### src/rtl/muldiv_ctrl.sv
// muldiv_ctrl: HI/LO owner and sequencer for the external multiplier and iterative divider.
// Latency: MFHI/MFLO return in the accept cycle; HI/LO update MUL_LAT cycles after a MULT is
// accepted, and on div_complete for a DIV. issue_ready drops while MUL/DIV is in flight.
// Optional feature macro MULDIV_BYPASS_EN: lets MFHI/MFLO complete in the completion cycle.
module muldiv_ctrl #(
  parameter int MUL_LAT = 2
) (
  input  logic        clk,
  input  logic        reset,
  input  logic        issue_valid,
  input  logic [2:0]  issue_op,
  input  logic        issue_signed,
  input  logic [31:0] issue_x,
  input  logic [31:0] issue_y,
  output logic        issue_ready,
  output logic [31:0] rd_data,
  input  logic        flush,
  output logic        busy,
  output logic        mul_signed,
  output logic [31:0] mul_x,
  output logic [31:0] mul_y,
  input  logic [63:0] mul_res,
  output logic        div_start,
  output logic        div_signed,
  output logic [31:0] div_x,
  output logic [31:0] div_y,
  output logic        div_cancel,
  input  logic [31:0] div_s,
  input  logic [31:0] div_r,
  input  logic        div_complete,
  output logic [31:0] hi_o,
  output logic [31:0] lo_o
);

  localparam logic [1:0] S_IDLE = 2'd0;
  localparam logic [1:0] S_MUL  = 2'd1;
  localparam logic [1:0] S_DIV  = 2'd2;

  localparam logic [2:0] OP_MULT = 3'd0;
  localparam logic [2:0] OP_DIV  = 3'd1;
  localparam logic [2:0] OP_MTHI = 3'd2;
  localparam logic [2:0] OP_MTLO = 3'd3;
  localparam logic [2:0] OP_MFHI = 3'd4;
  localparam logic [2:0] OP_MFLO = 3'd5;

  localparam logic [2:0] CNT_INIT = 3'(MUL_LAT - 1);

  logic [1:0]  r_state;
  logic [2:0]  r_cnt;
  logic [31:0] r_hi;
  logic [31:0] r_lo;

  logic        w_idle;
  logic        w_mul_done;
  logic        w_div_done;
  logic        w_complete;
  logic        w_is_mf;
  logic        w_accept;
  logic        w_y_zero;
  logic [31:0] w_fwd_hi;
  logic [31:0] w_fwd_lo;

  // Operands go straight through; the multiplier/divider capture them on accept.
  assign mul_signed = issue_signed;
  assign mul_x      = issue_x;
  assign mul_y      = issue_y;
  assign div_signed = issue_signed;
  assign div_x      = issue_x;
  assign div_y      = issue_y;

  assign hi_o = r_hi;
  assign lo_o = r_lo;
  assign busy = (r_state != S_IDLE);

  assign w_idle     = (r_state == S_IDLE);
  assign w_mul_done = (r_state == S_MUL) && (r_cnt == 3'd0);
  assign w_div_done = (r_state == S_DIV) && div_complete;
  // A flush in the completion cycle kills the result, so it is not a completion.
  assign w_complete = (w_mul_done || w_div_done) && !flush;
  assign w_is_mf    = (issue_op == OP_MFHI) || (issue_op == OP_MFLO);
  assign w_y_zero   = (issue_y == 32'd0);

  // Value the in-flight op is about to commit, used for forwarding in the completion cycle.
  assign w_fwd_hi = (r_state == S_MUL) ? mul_res[63:32] : div_r;
  assign w_fwd_lo = (r_state == S_MUL) ? mul_res[31:0]  : div_s;

  // Ready: always in IDLE; optionally for MFHI/MFLO while the result is being committed.
  always_comb begin
    issue_ready = w_idle;
`ifdef MULDIV_BYPASS_EN
    if (w_complete && w_is_mf) begin
      issue_ready = 1'b1;
    end
`endif
  end

  assign w_accept = issue_valid && issue_ready && !flush;

  // Divider start only for a real divide; divide-by-zero is a silent no-op.
  assign div_start  = w_accept && w_idle && (issue_op == OP_DIV) && !w_y_zero;
  // Cancel the divider on flush; reset is shared so it needs no cancel.
  assign div_cancel = (r_state == S_DIV) && flush;

  // MFHI/MFLO read data, zero outside an accepted move-from.
  always_comb begin
    rd_data = 32'd0;
    if (w_accept && w_is_mf) begin
      if (w_idle) begin
        rd_data = (issue_op == OP_MFHI) ? r_hi : r_lo;
      end else begin
        rd_data = (issue_op == OP_MFHI) ? w_fwd_hi : w_fwd_lo;
      end
    end
  end

  // Sequencer state, multiplier latency counter and HI/LO commit.
  always_ff @(posedge clk) begin
    if (reset) begin
      r_state <= S_IDLE;
      r_cnt   <= 3'd0;
      r_hi    <= 32'd0;
      r_lo    <= 32'd0;
    end else begin
      case (r_state)
        S_IDLE: begin
          if (w_accept) begin
            case (issue_op)
              OP_MULT: begin
                r_state <= S_MUL;
                r_cnt   <= CNT_INIT;
              end
              OP_DIV: begin
                if (!w_y_zero) begin
                  r_state <= S_DIV;
                end
              end
              OP_MTHI: r_hi <= issue_x;
              OP_MTLO: r_lo <= issue_x;
              default: ;
            endcase
          end
        end
        S_MUL: begin
          if (flush) begin
            r_state <= S_IDLE;
            r_cnt   <= 3'd0;
          end else if (r_cnt == 3'd0) begin
            r_hi    <= mul_res[63:32];
            r_lo    <= mul_res[31:0];
            r_state <= S_IDLE;
          end else begin
            r_cnt <= r_cnt - 3'd1;
          end
        end
        S_DIV: begin
          if (flush) begin
            r_state <= S_IDLE;
          end else if (div_complete) begin
            r_hi    <= div_r;
            r_lo    <= div_s;
            r_state <= S_IDLE;
          end
        end
        default: begin
          r_state <= S_IDLE;
          r_cnt   <= 3'd0;
        end
      endcase
    end
  end

endmodule

### config.mk
export PLATFORM = sky130hd
export DESIGN_NAME = muldiv_ctrl
export DESIGN_NICKNAME = d
export VERILOG_FILES = /design/src/rtl/muldiv_ctrl.sv
export SDC_FILE = /design/constraint.sdc
export NUM_CORES = 1
export LEC_CHECK = 0
export BUFFER_PORTS_ARGS = -buffer_cell sky130_fd_sc_hd__clkbuf_2
export CAP_MARGIN = 10
export CORE_AREA = 2 2 168 170
export DETAILED_ROUTE_END_ITERATION = 6
export DIE_AREA = 0 0 170 172
export PLACE_DENSITY = 0.54
export SLEW_MARGIN = 10
export SYNTH_ARGS = -nofsm -noshare
export SYNTH_HDL_FRONTEND = slang
export SYNTH_SLANG_ARGS = --single-unit
### constraint.sdc
create_clock -name clk -period 3.1 [get_ports clk]
set_input_delay 0.31 -clock clk [delete_from_list [all_inputs] [get_ports clk]]
set_output_delay 0.31 -clock clk [all_outputs]
set_load 0.01 [all_outputs]
==> flow_summary.ini <==
[global_routing]
grt.total_usage = 0.163
antenna_found_initial = 0
grt_pass1_wl_um = 35800
grt_overflow = 0
grt_pass1_vias = 5893
grt_max_degree = 65

[placed_design]
hpwl_um = 19300
dpl-instance-area_sq_um = 7000
gp_congestion = 0.835
dp.cells = 1376
post-place-ws_ns = 0.898
port_buffers = 427

[detailed_routing]
route.final.wire_length_um = 25400
vias_per_cell = 4.75
drt_pre_antenna_iters = 5
vias = 6613
drc_errors = 0
drtIter0Drc = 458
post_drt_wl_per_cell_um = 18.2
drtAntennaViolNets = 0

[power_and_ir_drop]
ir_worst_vdd_uv = 208
p_seq_frac = 0.350
switchingPower_uw = 799
p_int_mw = 1.88
pwr-share-comb = 0.214
p_sw_frac = 0.298
p_clk_frac = 0.436
power_density_nw_per_um2 = 366
total_power_mw = 2.68
leakage_nw = 3.22

[timing]
finClkSkew_ns = 0.0191
hold_viol_final = 0
period_minus_slack_ns = 2.52
relSlewSlack = 0.351
drv_slew = 0
tightest_slew_ns = 0.974
final.setup.worst_slack_ns = 0.583
fin_crit_sh = 0.812
max_freq_mhz = 397
rsz0062_at_grt = false
whs_ns = 0.419
finalSetupViolations = 0
setup-tns-final_ns = 0

[floorplan]
ios = 431
die_area_sq_um = 29200
rows = 61
start_util = 0.197
die_y_um = 172
die_w_um = 170
core_sq_um = 27500

[cts]
cts_resized = 0
clockRootBuffer = clkbuf_16
insertion_delay_ns = 0.35
postCtsSetupBuffers = 0
path_clk_slew_ns = 0.07
ctsHoldBuffers = 0
cts_buffers = 9
cts_tree = built
clockBufferDepth = 2
h-tree-depth = 3
cts.sinks = 69

[final_layout]
instances_no_fill = 1392
n_antenna_cell = 0
final_cell_mix = clkbuf_2, a21oi_1, dfxtp_1
final_common_cell = clkbuf_2
syn2layout_area_growth_pct = 35.6
stdcell_area_sq_um = 7330
final_nets = 1248
final_layout_size_suffix_gt1_frac = 0.456
utilization = 0.267

[setup_path]
crit_fanout = 20
cp-end-kind = primary output
arrival_ns = 2.21
crit_required_ns = 2.79
path_class = flip-flop to primary output
startpoint_type = flip-flop

[run_status]
status = completed

[run]
maxCapViolCount = 0

[synth]
synthCells = 786
syn_area_sq_um = 5410
ys_seq_area_frac = 0.255
ys_ff_latch = 69
synth_nets = 993
syn-mean-instance-area_sq_um = 6.88
yosysUniqueCellTypes = 41
yosysWarnings = 0

[worst_hold_path]
hold_path_class = input pin to flip-flop
critical path, stage by stage, from the launching register on:
cell and delay, ns:
dfxtp_1 0.34, inv_1 0.17, ha_4 0.28, nand2_2 0.39
buf_4 0.37, a21oi_1 0.17, clkbuf_2 0.16
power groups by stage:
| stage | sequential, mW | combinational, mW | clock [mW] |
|---|---|---|---|
| floorplan | 0.961 | 0.334 | 0 |
| global placement | 0.956 | 0.573 | 0 |
| detailed placement | 0.957 | 0.574 | 0 |
| CTS | 0.937 | 0.576 | 1.21 |
| global route | 0.940 | 0.625 | 1.25 |
| finish | 0.937 | 0.573 | 1.17 |
worst paths after layout:
path,startpoint,to,slack [ns],depth (start not counted)
worst max-delay path,r_state[0],rd_data[21],0.58,6
worst min-delay path,issue_x[25],lo_o[25],0.42,5
worst max register to register,r_state[0],r_state[1],0.93,7
worst min register to register,hi_o[21],hi_o[21],0.50,2
sequential cells by signal, indices dropped and copies added, names as in the netlist:
register / flops
r_state: 2
r_cnt: 3
hi_o: 32
lo_o: 32
logic make-up after synthesis:
kind of cell | share of synthesized area
flops | 0.255
compound gates | 0.325
fa+ha+maj | 0.0139
buf+inv | 0.236
simple gates | 0.170
final cells by class:
cell class	instances	area, sq um
Timing Repair Buffer	445	2320
Clock buffer	10	239
Tap cell	346	433
Inverter	7	26.3
Fill cell	3070	20100
Sequential cell	69	1380
Multi-Input combinational cell	509	2840
Clock inverter	6	93.8
cells in the mapped netlist:
| cell | instances | share of area |
|---|---|---|
| or4_1 | 3 | 0.0042 |
| o21ai_0 | 61 | 0.056 |
| buf_4 | 130 | 0.18 |
| dfxtp_1 | 69 | 0.26 |
| a211oi_1 | 2 | 0.0028 |
| and2_2 | 1 | 0.0014 |
| a211oi_2 | 1 | 0.0023 |
| nor4b_1 | 1 | 0.0016 |
| inv_1 | 7 | 0.0049 |
| ha_1 | 6 | 0.014 |
| a21oi_1 | 162 | 0.15 |
| o21ai_1 | 6 | 0.0056 |
| o22ai_1 | 1 | 0.0012 |
| a32o_2 | 1 | 0.0021 |
| buf_2 | 5 | 0.0046 |
| nor4_1 | 10 | 0.012 |
| nor3b_1 | 1 | 0.0014 |
| nand4_1 | 2 | 0.0023 |
| nand2_1 | 66 | 0.046 |
| o21a_1 | 2 | 0.0028 |
| o2111a_1 | 1 | 0.0021 |
| or3b_2 | 1 | 0.0016 |
| nand3_1 | 64 | 0.059 |
| nand4bb_1 | 1 | 0.0021 |
| o32ai_1 | 1 | 0.0016 |
| nor2b_1 | 2 | 0.0023 |
| a22oi_1 | 64 | 0.089 |
| nor2_1 | 36 | 0.025 |
| clkbuf_1 | 60 | 0.042 |
| a211o_1 | 1 | 0.0016 |
| a2bb2oi_1 | 1 | 0.0016 |
| a32o_1 | 1 | 0.0019 |
| or4b_1 | 1 | 0.0019 |
| and4bb_2 | 2 | 0.0046 |
| o22a_1 | 1 | 0.0016 |
| or3_1 | 1 | 0.0012 |
| o2bb2ai_1 | 1 | 0.0016 |
| buf_1 | 6 | 0.0042 |
| or2_1 | 1 | 0.0012 |
| a31oi_1 | 1 | 0.0012 |
| nand2b_1 | 2 | 0.0023 |
layer usage:
layer	global-route usage	up-vias	wire [um]
met2	0.268	251	12000
met1	0.221	3141	11600
met4	0.0416	0	338
met3	0.0277	24	1420
met5	0	-	0
li1	-	3197	-
No activity file was read; power rests on OpenSTA's default activity.
